[config.mk]
export PLATFORM = sky130hd
export DESIGN_NAME = mesh_term_fifo_bank_flat
export DESIGN_NICKNAME = d
export VERILOG_FILES = /design/src/rtl/mesh_fifo_pkg.sv /design/src/rtl/mesh_term_fifo_bank_if.sv /design/src/rtl/term_fifo.sv /design/src/rtl/mesh_term_fifo_bank.sv /design/src/flat_wrapper.sv
export SDC_FILE = /design/constraint.sdc
export NUM_CORES = 2
export LEC_CHECK = 0
export CAP_MARGIN = 10
export CORE_AREA = 2 2 567 569
export DETAILED_ROUTE_END_ITERATION = 10
export DIE_AREA = 0 0 569 571
export PLACE_DENSITY = 0.67
export SLEW_MARGIN = 20
export SYNTH_ARGS = -nofsm -noshare
export SYNTH_HDL_FRONTEND = slang
export SYNTH_HIERARCHICAL = 1
export SYNTH_SLANG_ARGS = --single-unit
[constraint.sdc]
create_clock -name clk -period 3.4 [get_ports clk]
set_clock_uncertainty 0.15 [all_clocks]
set_input_delay 0.85 -clock clk [delete_from_list [all_inputs] [get_ports clk]]
set_output_delay 0.85 -clock clk [all_outputs]
set_load 0.05 [all_outputs]
[src/rtl/mesh_fifo_pkg.sv]
// Shared types and helpers for the mesh terminal FIFO bank.
`define MESH_PCKG_T(W) logic [(W)-1:0]

package mesh_fifo_pkg;

    localparam logic [7:0] BCAST_ID_DEF = 8'hFF;
    localparam int MAX_PCKG = 512;

    function automatic int cnt_w(input int depth);
        return $clog2(depth + 1);
    endfunction

    // Callers zero-extend the packet to MAX_PCKG bits and pass its real width.
    function automatic logic [7:0] tgt_byte(
        input logic [MAX_PCKG-1:0] p,
        input int sz
    );
        return p[sz-1 -: 8];
    endfunction

endpackage

[src/rtl/mesh_term_fifo_bank_if.sv]
// Write/read bundle between the stimulus side and the FIFO bank.
interface mesh_term_fifo_bank_if
    import mesh_fifo_pkg::*;
#(
    parameter int PCKG_SZ    = 40,
    parameter int FIFO_DEPTH = 4,
    parameter int NUM_CH     = 16,
    parameter int CNT_W      = cnt_w(FIFO_DEPTH)
);
    logic [NUM_CH-1:0]         push;
    logic [NUM_CH*PCKG_SZ-1:0] data_in;
    logic                      bcast_push;
    logic [PCKG_SZ-1:0]        bcast_data;
    logic [NUM_CH-1:0]         pop;
    logic [NUM_CH*PCKG_SZ-1:0] data_out;
    logic [NUM_CH-1:0]         pndng;
    logic [NUM_CH-1:0]         full;
    logic [NUM_CH*CNT_W-1:0]   count;
    logic [NUM_CH-1:0]         ovf;
    logic [NUM_CH-1:0]         ovf_clr;
    logic                      bcast_err;

    modport master (
        output push, data_in, bcast_push, bcast_data, pop, ovf_clr,
        input  data_out, pndng, full, count, ovf, bcast_err
    );

    modport slave (
        input  push, data_in, bcast_push, bcast_data, pop, ovf_clr,
        output data_out, pndng, full, count, ovf, bcast_err
    );
endinterface

[src/rtl/term_fifo.sv]
// Single first-word-fall-through terminal channel.
module term_fifo
    import mesh_fifo_pkg::*;
#(
    parameter int PCKG_SZ    = 40,
    parameter int FIFO_DEPTH = 4,
    parameter int CNT_W      = cnt_w(FIFO_DEPTH)
) (
    input  logic               clk,
    input  logic               reset,
    input  logic               wr_req,
    input  logic [PCKG_SZ-1:0] wr_data,
    input  logic               pop,
    output logic [PCKG_SZ-1:0] data_out,
    output logic               pndng,
    output logic               full,
    output logic [CNT_W-1:0]   count,
    output logic               ovf_set
);
    localparam int PTR_W = $clog2(FIFO_DEPTH);
    localparam logic [PTR_W-1:0] LAST = PTR_W'(FIFO_DEPTH - 1);
    localparam logic [CNT_W-1:0] DEPTH_C = CNT_W'(FIFO_DEPTH);

    typedef `MESH_PCKG_T(PCKG_SZ) pckg_t;

    pckg_t            mem [FIFO_DEPTH];
    logic [PTR_W-1:0] wr_ptr;
    logic [PTR_W-1:0] rd_ptr;
    logic [CNT_W-1:0] cnt_q;
    logic             do_pop;
    logic             do_wr;

    assign pndng    = (cnt_q != '0);
    assign full     = (cnt_q == DEPTH_C);
    assign count    = cnt_q;
    assign do_pop   = pop && pndng;
    // A pop frees a slot in the same edge, so a full channel still accepts.
    assign do_wr    = wr_req && (!full || do_pop);
    assign ovf_set  = wr_req && full && !pop;
    assign data_out = pndng ? mem[rd_ptr] : '0;

    function automatic logic [PTR_W-1:0] nxt(input logic [PTR_W-1:0] p);
        return (p == LAST) ? '0 : p + 1'b1;
    endfunction

    always_ff @(posedge clk or negedge reset) begin
        if (!reset) begin
            wr_ptr <= '0;
            rd_ptr <= '0;
            cnt_q  <= '0;
        end else begin
            if (do_wr)
                wr_ptr <= nxt(wr_ptr);
            if (do_pop)
                rd_ptr <= nxt(rd_ptr);
            unique case ({do_wr, do_pop})
                2'b10:   cnt_q <= cnt_q + 1'b1;
                2'b01:   cnt_q <= cnt_q - 1'b1;
                default: cnt_q <= cnt_q;
            endcase
        end
    end

    always_ff @(posedge clk) begin
        if (do_wr)
            mem[wr_ptr] <= wr_data;
    end
endmodule

[src/rtl/mesh_term_fifo_bank.sv]
// Bank of terminal FIFOs with broadcast write, occupancy and
// sticky overflow flags.
module mesh_term_fifo_bank
    import mesh_fifo_pkg::*;
#(
    parameter int         PCKG_SZ    = 40,
    parameter int         FIFO_DEPTH = 4,
    parameter int         NUM_CH     = 16,
    parameter logic [7:0] BCAST_ID   = BCAST_ID_DEF,
    parameter int         CNT_W      = cnt_w(FIFO_DEPTH)
) (
    input logic                  clk,
    input logic                  reset,
    mesh_term_fifo_bank_if.slave bus
);
    localparam int PAD = MAX_PCKG - PCKG_SZ;

    logic [NUM_CH-1:0] wr_req;
    logic [NUM_CH-1:0] col;
    logic [NUM_CH-1:0] ovf_set;
    logic [NUM_CH-1:0] ovf_q;
    logic              bcast_bad;
    logic              bcast_err_q;

    assign bcast_bad = bus.bcast_push &&
        (tgt_byte({{PAD{1'b0}}, bus.bcast_data}, PCKG_SZ) != BCAST_ID);

    // Broadcast wins; a per-channel push in the same cycle is a collision.
    assign wr_req = bus.bcast_push ? '1 : bus.push;
    assign col    = bus.bcast_push ? bus.push : '0;

    for (genvar i = 0; i < NUM_CH; i++) begin : g_ch
        logic [PCKG_SZ-1:0] wr_data;

        assign wr_data = bus.bcast_push ? bus.bcast_data
                                        : bus.data_in[i*PCKG_SZ +: PCKG_SZ];

        term_fifo #(
            .PCKG_SZ    (PCKG_SZ),
            .FIFO_DEPTH (FIFO_DEPTH),
            .CNT_W      (CNT_W)
        ) u_fifo (
            .clk      (clk),
            .reset    (reset),
            .wr_req   (wr_req[i]),
            .wr_data  (wr_data),
            .pop      (bus.pop[i]),
            .data_out (bus.data_out[i*PCKG_SZ +: PCKG_SZ]),
            .pndng    (bus.pndng[i]),
            .full     (bus.full[i]),
            .count    (bus.count[i*CNT_W +: CNT_W]),
            .ovf_set  (ovf_set[i])
        );
    end

    always_ff @(posedge clk or negedge reset) begin
        if (!reset) begin
            ovf_q       <= '0;
            bcast_err_q <= 1'b0;
        end else begin
            ovf_q       <= (ovf_q & ~bus.ovf_clr) | ovf_set | col;
            bcast_err_q <= bcast_bad;
        end
    end

    assign bus.ovf       = ovf_q;
    assign bus.bcast_err = bcast_err_q;
endmodule
[src/flat_wrapper.sv]
// flat-port wrapper written by rule: the top's interface ports become plain ports
module mesh_term_fifo_bank_flat import mesh_fifo_pkg::*;
#(
    parameter int         PCKG_SZ    = 40,
    parameter int         FIFO_DEPTH = 4,
    parameter int         NUM_CH     = 16,
    parameter logic [7:0] BCAST_ID   = BCAST_ID_DEF,
    parameter int         CNT_W      = cnt_w(FIFO_DEPTH)
)
  (clk, reset, bus_push, bus_data_in, bus_bcast_push, bus_bcast_data, bus_pop, bus_ovf_clr, bus_data_out, bus_pndng, bus_full, bus_count, bus_ovf, bus_bcast_err);
  mesh_term_fifo_bank_if #(.PCKG_SZ(PCKG_SZ), .FIFO_DEPTH(FIFO_DEPTH), .NUM_CH(NUM_CH), .CNT_W(CNT_W)) bus_i ();
  input logic clk;
  input logic reset;
  input wire logic [$bits(bus_i.push)-1:0] bus_push;
  input wire logic [$bits(bus_i.data_in)-1:0] bus_data_in;
  input wire logic [$bits(bus_i.bcast_push)-1:0] bus_bcast_push;
  input wire logic [$bits(bus_i.bcast_data)-1:0] bus_bcast_data;
  input wire logic [$bits(bus_i.pop)-1:0] bus_pop;
  input wire logic [$bits(bus_i.ovf_clr)-1:0] bus_ovf_clr;
  output wire logic [$bits(bus_i.data_out)-1:0] bus_data_out;
  output wire logic [$bits(bus_i.pndng)-1:0] bus_pndng;
  output wire logic [$bits(bus_i.full)-1:0] bus_full;
  output wire logic [$bits(bus_i.count)-1:0] bus_count;
  output wire logic [$bits(bus_i.ovf)-1:0] bus_ovf;
  output wire logic [$bits(bus_i.bcast_err)-1:0] bus_bcast_err;
  assign bus_i.push = bus_push;
  assign bus_i.data_in = bus_data_in;
  assign bus_i.bcast_push = bus_bcast_push;
  assign bus_i.bcast_data = bus_bcast_data;
  assign bus_i.pop = bus_pop;
  assign bus_i.ovf_clr = bus_ovf_clr;
  assign bus_data_out = bus_i.data_out;
  assign bus_pndng = bus_i.pndng;
  assign bus_full = bus_i.full;
  assign bus_count = bus_i.count;
  assign bus_ovf = bus_i.ovf;
  assign bus_bcast_err = bus_i.bcast_err;
  mesh_term_fifo_bank #(.PCKG_SZ(PCKG_SZ), .FIFO_DEPTH(FIFO_DEPTH), .NUM_CH(NUM_CH), .BCAST_ID(BCAST_ID), .CNT_W(CNT_W)) u_core (.clk(clk), .reset(reset), .bus(bus_i));
endmodule
# [Yosys cells after proc, flatten, opt, wreduce, memory -nomap -nowiden]
# Memory sizes are Yosys's and may differ from the RTL's.
# Cells that the tools add are included.
[word_totals] out_inout_bits=737 n_memories=16 in_bits=731 ramBits=2560 register_bits=129 elab_cells=474
[classes] n_reduce_logical=145 muxes=114 add_sub_neg=64 eq_ne=81 n_bitwise=4
[memory_table] memory="u_core.g_ch[0].u_fifo.mem" depth=4 word_bits=40 rd=1 rd_ports_with_merged_regs=0 wr=1 line_no="term_fifo.sv:26" text="pckg_t mem [FIFO_DEPTH];"
[memory_table] memory="u_core.g_ch[10].u_fifo.mem" depth=4 word_bits=40 rd=1 rd_ports_with_merged_regs=0 wr=1 line_no="term_fifo.sv:26"
[memory_table] memory="u_core.g_ch[11].u_fifo.mem" depth=4 word_bits=40 rd=1 rd_ports_with_merged_regs=0 wr=1 line_no="term_fifo.sv:26"
[memory_table] memory="u_core.g_ch[12].u_fifo.mem" depth=4 word_bits=40 rd=1 rd_ports_with_merged_regs=0 wr=1 line_no="term_fifo.sv:26"
[memory_table] memory="u_core.g_ch[13].u_fifo.mem" depth=4 word_bits=40 rd=1 rd_ports_with_merged_regs=0 wr=1 line_no="term_fifo.sv:26"
[memory_table] memory="u_core.g_ch[14].u_fifo.mem" depth=4 word_bits=40 rd=1 rd_ports_with_merged_regs=0 wr=1 line_no="term_fifo.sv:26"
[memory_table] memory="10 more memories"
[ops] operator="$mux 40" count=32
[ops] operator="$eq 2x2->1 const B" count=48
[ops] operator="$pmux 3 s2" count=16
[ops] operator="$logic_and 1x1->1" count=65
[ops] operator="$add 2x1->2 const B" count=32
[ops] operator="$mux 2" count=32
[ops] operator="$add 3x1->3 const B" count=16
[ops] operator="$eq 3x3->1 const B" count=16
[ops] operator="$reduce_bool 3->1" count=16
[ops] operator="$sub 3x1->3 const B" count=16
[ops] operator="$eq 2x1->1 const B" count=16
[ops] operator="$logic_not 1->1" count=32
[ops] operator="$mux 1" count=32
[ops] operator="$mux 16" count=2
[ops] operator="$or 16x16->16" count=2
[ops] operator="$reduce_bool 2->1" count=16
[ops] operator="$and 16x16->16" count=1
[ops] operator="$logic_or 1x1->1" count=16
[ops] operator="$not 16->16" count=1
[ops] operator="$ne 8x8->1 const B" count=1

# [Depth between registers and ports, before layout]
[logic_depth] depth_word=6 depth_mapped=11 ltp_nobuf=6

# [By module]
# Netlist, hierarchy kept.
[modules_own_cells] module="term_fifo (u_core.g_ch[0].u_fifo ...)" instances=13 area_each_um2=6598.8 cells_each=309
[modules_own_cells] module="term_fifo (u_core.g_ch[10].u_fifo ...)" instances=2 area_each_um2=6570.1 cells_each=307
[modules_own_cells] module="mesh_term_fifo_bank" instances=1 area_each_um2=7384.6 cells_each=1508
[modules_own_cells] module="term_fifo (u_core.g_ch[9].u_fifo)" instances=1 area_each_um2=6595.1 cells_each=309

# [Worst setup path after synthesis]
# No wires, ideal clock.
[synth_timing] kind="in2reg" startpoint="input bus_bcast_push" endpoint="register u_core.g_ch[12].u_fifo.cnt_q[2]" path_buffers=5 stages=11 required_time_ns=3.132 slack_ns=-0.046 arrival_ns=3.178 cell_sequence="buf_6 > buf_6 > buf_8 > buf_6 > or2_1 > buf_2 > nand3b_1 > fa_1 > or3b_2 > a32o_1 > a21o_1"
[synth_via] elab_chain_cells=4 elab_cells_between_ends=6
[synth_lines] element="from (decl)" line_no="flat_wrapper.sv:16" text="input wire logic [$bits(bus_i.bcast_push)-1:0] bus_bcast_push;"
[synth_lines] element="$mux 16 *" line_no="mesh_term_fifo_bank.sv:29" text="assign wr_req = bus.bcast_push ? '1 : bus.push;"
[synth_lines] element="named net u_core.wr_req[12]" line_no="mesh_term_fifo_bank.sv:18" text="logic [NUM_CH-1:0] wr_req;"
[synth_lines] element="$logic_and 1x1->1 *" line_no="term_fifo.sv:38" text="assign do_wr = wr_req && (!full || do_pop);"
[synth_lines] element="$eq 2x1->1 or $eq 2x2->1 (tied branches)" line_no="term_fifo.sv:56" text="unique case ({do_wr, do_pop})"
[synth_lines] element="$pmux 3 s2 or $reduce_bool 2->1 (tied branches)"
[synth_lines] element="to (signal assigned)" line_no="term_fifo.sv:57" text="2'b10: cnt_q <= cnt_q + 1'b1;"
[synth_lines] element="to (signal assigned)" line_no="term_fifo.sv:58" text="2'b01: cnt_q <= cnt_q - 1'b1;"
[synth_lines] element="to (signal assigned)" line_no="term_fifo.sv:59" text="default: cnt_q <= cnt_q;"
[synth_lines] element="to (decl)" line_no="term_fifo.sv:29" text="logic [CNT_W-1:0] cnt_q;"
# Mark *: on every way through the listed nets, which the timed path passes. The rest lies on a longest branch.
# A chain may end at the register's enable or synchronous reset.

# [Final worst setup path]
[layout_timing] startpoint="register u_core.g_ch[13].u_fifo.rd_ptr[0]" endpoint="output bus_data_out[529]"
[layout_via] elab_chain_cells=2
[layout_lines] element="from (decl)" line_no="term_fifo.sv:28" text="logic [PTR_W-1:0] rd_ptr;"
[layout_lines] element="from (signal assigned)" line_no="term_fifo.sv:55" text="rd_ptr <= nxt(rd_ptr);"
[layout_lines] element="$mem_v2 4x40"
[layout_lines] element="$mux 40" line_no="term_fifo.sv:40" text="assign data_out = pndng ? mem[rd_ptr] : '0;"
[layout_lines] element="to (decl)" line_no="flat_wrapper.sv:20" text="output wire logic [$bits(bus_i.data_out)-1:0] bus_data_out;"
# Every way passes these cells.

==> results_dict.tcl <==
set metrics [dict create \
    cap_viol_max_count 0 \
    peakVddDrop_mv 1.08 \
    drt-wirelength-per-cell_um 33.6 \
    whs_path_depth 1 \
    period_needed_ns 3.59 \
    tightestPinTransition_ns 1.16 \
    gp_congestion 0.926 \
    root_buffer "clkbuf_16" \
    netlist_area_sq_um 113000 \
    worstRegToRegCells 7 \
    netlist_top_cells_area "edfxtp_1 68%, mux4_2 13%, and2_1 3.5%" \
    clock_latency_ns 0.88 \
    start_util_pct 35.4 \
    clk_pin_slew_ns 0.07 \
    hold_path_end "u_core/bus.ovf[12]" \
    io-pin-count 1468 \
    vias 71300 \
    multi_input_area_sq_um 29500 \
    rsz0062_at_grt "true" \
    drt_iter0_drc 10900 \
    htree_levels 5 \
    drv_slew 0 \
    yosys.area.top_type "edfxtp_1" \
    finalSetupViolCount 457 \
    crit_type "reg -> out" \
    syn-instance-count 6448 \
    grt_pass1_wl_um 580000 \
    path_cells "buf_12 -> buf_8 -> mux4_2 -> and2_4 -> buf_12" \
    final_nets 9190 \
    ys_async_sr_fraction_pct 4.80 \
    grt_pass1_vias 70200 \
    cts_made_buffers 288 \
    hold_ws_ns 0.377 \
    ys.flop_type "edfxtp_1" \
    slowest_delay_ns 0.54 \
    cts.sinks 2689 \
    failed_checks "negative setup slack" \
    syn_nets 7275 \
    io_buffers 1467 \
    ant_nets 0 \
    drive_gt1_share_pct 37.3 \
    track_usage_pct 26.0 \
    regToRegSetupSlack_ns 0.79 \
    fin_ws_ns -0.185 \
    dp_slack_ns -0.0499 \
    crit_family "multiplexers" \
    endpoint_kind "primary output" \
    die_y_um 571 \
    r2r_end "u_core/g_ch[1].u_fifo/count[2]" \
    die_w_um 569 \
    wirelength_um 436000 \
    drc 0 \
    reg2reg_from "u_core/g_ch[1].u_fifo/count[2]" \
    clk_path_buf_depth 4 \
    grt_overflow 0 \
    crit_slowest_cell "mux4_2" \
    power_density_nw_per_um2 1240 \
    relSlewSlack_pct 21.9 \
    hpwl_um 309000 \
    die_area_sq_um 325000 \
    core-area_sq_um 319000 \
    finalPower_mw 194 \
    area_delta_synth_final_pct 39.1 \
    cp_num_buf_inv 3 \
    finalHoldViolCount 0 \
    min_period_over_period_pct 105 \
    worst_path_most_repeated_cell "buf_12" \
    via_per_inst 5.49 \
    yosysMostFrequentCell "edfxtp_1" \
    yosys_register_bits 2689 \
    holdCritPathClass "reg -> reg" \
    synth_top_area_share_pct 68.1 \
    antenna_found_initial 128 \
    synth_warnings 6 \
    synth_cell_types 49 \
    fin_util_pct 49.2 \
    required_ns 2.40 \
    fmax_mhz 279 \
    cts_tree "yes" \
    num_rows 208 \
    status "finished with violations" \
    worstSetupStartpointType "flip-flop" \
    fillerInstances 25800 \
    synth_edf_count 2560 \
    critical_path.max_fanout 5 \
    seqCellArea_sq_um 80200 \
    firstDrtPassIters 8 \
    leakagePower_nw 57.9 \
    worstHoldStart "u_core/bus.ovf[12]" \
    grt_start_max_net_pins 90 \
    postSynthAreaPerCell_sq_um 17.5 \
    seq_area_frac_synth_pct 70.9 \
    arrival_ns 2.59 \
    synthTopCellsByCount "2,560 x edfxtp_1, 750 x inv_1, 671 x o21ai_0, 640 x and2_1, 640 x mux4_2" \
]
==> per-stage QoR <==
step / cells / setup TNS (ns) / instance area [sq um]
5_1_grt: 12900 / -74.57 / 157000
4_1_cts: 12800 / -82.02 / 157000
6_report: 13000 / -23.64 / 157000
3_3_place_gp: 12100 / -0.112 / 142000
2_1_floorplan: 6448 / -0.00331 / 113000
3_5_place_dp: 12100 / -0.107 / 142000
==> worst register-to-register path, stage by stage (launching register included) <==
cell	delay, ns
dfrtp_1	0.46
or3_4	0.20
bufbuf_16	0.32
nand3b_1	0.12
fa_2	0.36
or3b_2	0.47
a32o_1	0.26
a21o_1	0.15
==> layout make-up <==
cell class	instances	area share (%)
sequential	2689	51.1
multi-input combinational	2620	18.8
timing repair buffer	2014	18.7
clock buffer	391	5.03
tap	4200	3.35
inverter	750	1.79
clock inverter	137	1.00
antenna	179	0.285
==> cells in the final DEF (no fill, tap or decap), drive strengths merged, types with 56 or more instances in the layout <==
cell type and n:
o21ai 671, clkdlybuf4s50 779, diode 179, dfrtp 129
edfxtp 2560, inv 761, mux2 64, mux4 640
nand2 56, buf 1210, clkinv 95, clkbuf 399
nor2 62, and2 704, ha 80
==> routing by layer <==
metal / vias to the layer above / wire (um) / global-route usage [%]
li1: 28400 / - / -
met1: 36600 / 150000 / 32.1
met2: 5318 / 203000 / 40.1
met3: 914 / 52700 / 7.23
met4: 50 / 29500 / 17.1
met5: - / 447 / 0.309
==> sequential cells by signal (all words and copies together) (netlist names) <==
signal,flops
u_core/bus.bcast_err,1
u_core/bus.ovf,16
u_core/g_ch.u_fifo/count,48
u_core/g_ch.u_fifo/mem,2560
u_core/g_ch.u_fifo/rd_ptr,32
u_core/g_ch.u_fifo/wr_ptr,32
==> kinds of logic (layout without fill, tap and decap cells) <==
family | Yosys count | count (layout) | synth area share [%]
DFF | 2689 | 2689 | 70.9
muxes | 704 | 704 | 13.5
and+or+nand+nor | 984 | 986 | 5.55
buffers and inverters | 1141 | 3292 | 4.51
AOI/OAI and AO/OA | 802 | 802 | 4.07
adders and majority gates | 96 | 96 | 1.17
other | 0 | 179 | 0
xor gates and xnor gates | 32 | 32 | 0.248
==> power breakdown <==
group          switching [mW]  internal (mW)  total, mW
clock                    13.4           18.0       31.5
combinational            60.1           51.9        112
sequential               3.25           47.5       50.7
total                    76.8            117        194
==> worst max path at each step <==
| stage | depth (start not counted) | to | start | slack [ns] |
|---|---|---|---|---|
| floorplan | 11 | u_core/g_ch[12].u_fifo/count[2] | bus_bcast_push | -0.003 |
| global placement | 7 | u_core/g_ch[5].u_fifo/count[2] | bus_push[5] | -0.08 |
| detailed placement | 7 | u_core/g_ch[5].u_fifo/count[2] | bus_push[5] | -0.05 |
| CTS | 6 | bus_data_out[132] | u_core/g_ch[3].u_fifo/rd_ptr[0] | -0.27 |
| global route | 4 | bus_data_out[474] | u_core/g_ch[11].u_fifo/rd_ptr[0] | -0.24 |
| finish | 5 | bus_data_out[529] | u_core/g_ch[13].u_fifo/rd_ptr[0] | -0.19 |
==> repair_timing <==
| item | CTS | global route |
|---|---|---|
| gates cloned | 53 | 5 |
| endpoints found under the hold margin | 31 | 0 |
| setup endpoints to repair | 656 | 644 |
| hold buffers | 1 | 0 |
| buffers inserted | 138 | 24 |
| pin swaps | 104 | 37 |
| resized for setup | 1016 | 122 |
No activity file was read; power rests on OpenSTA's default activity.
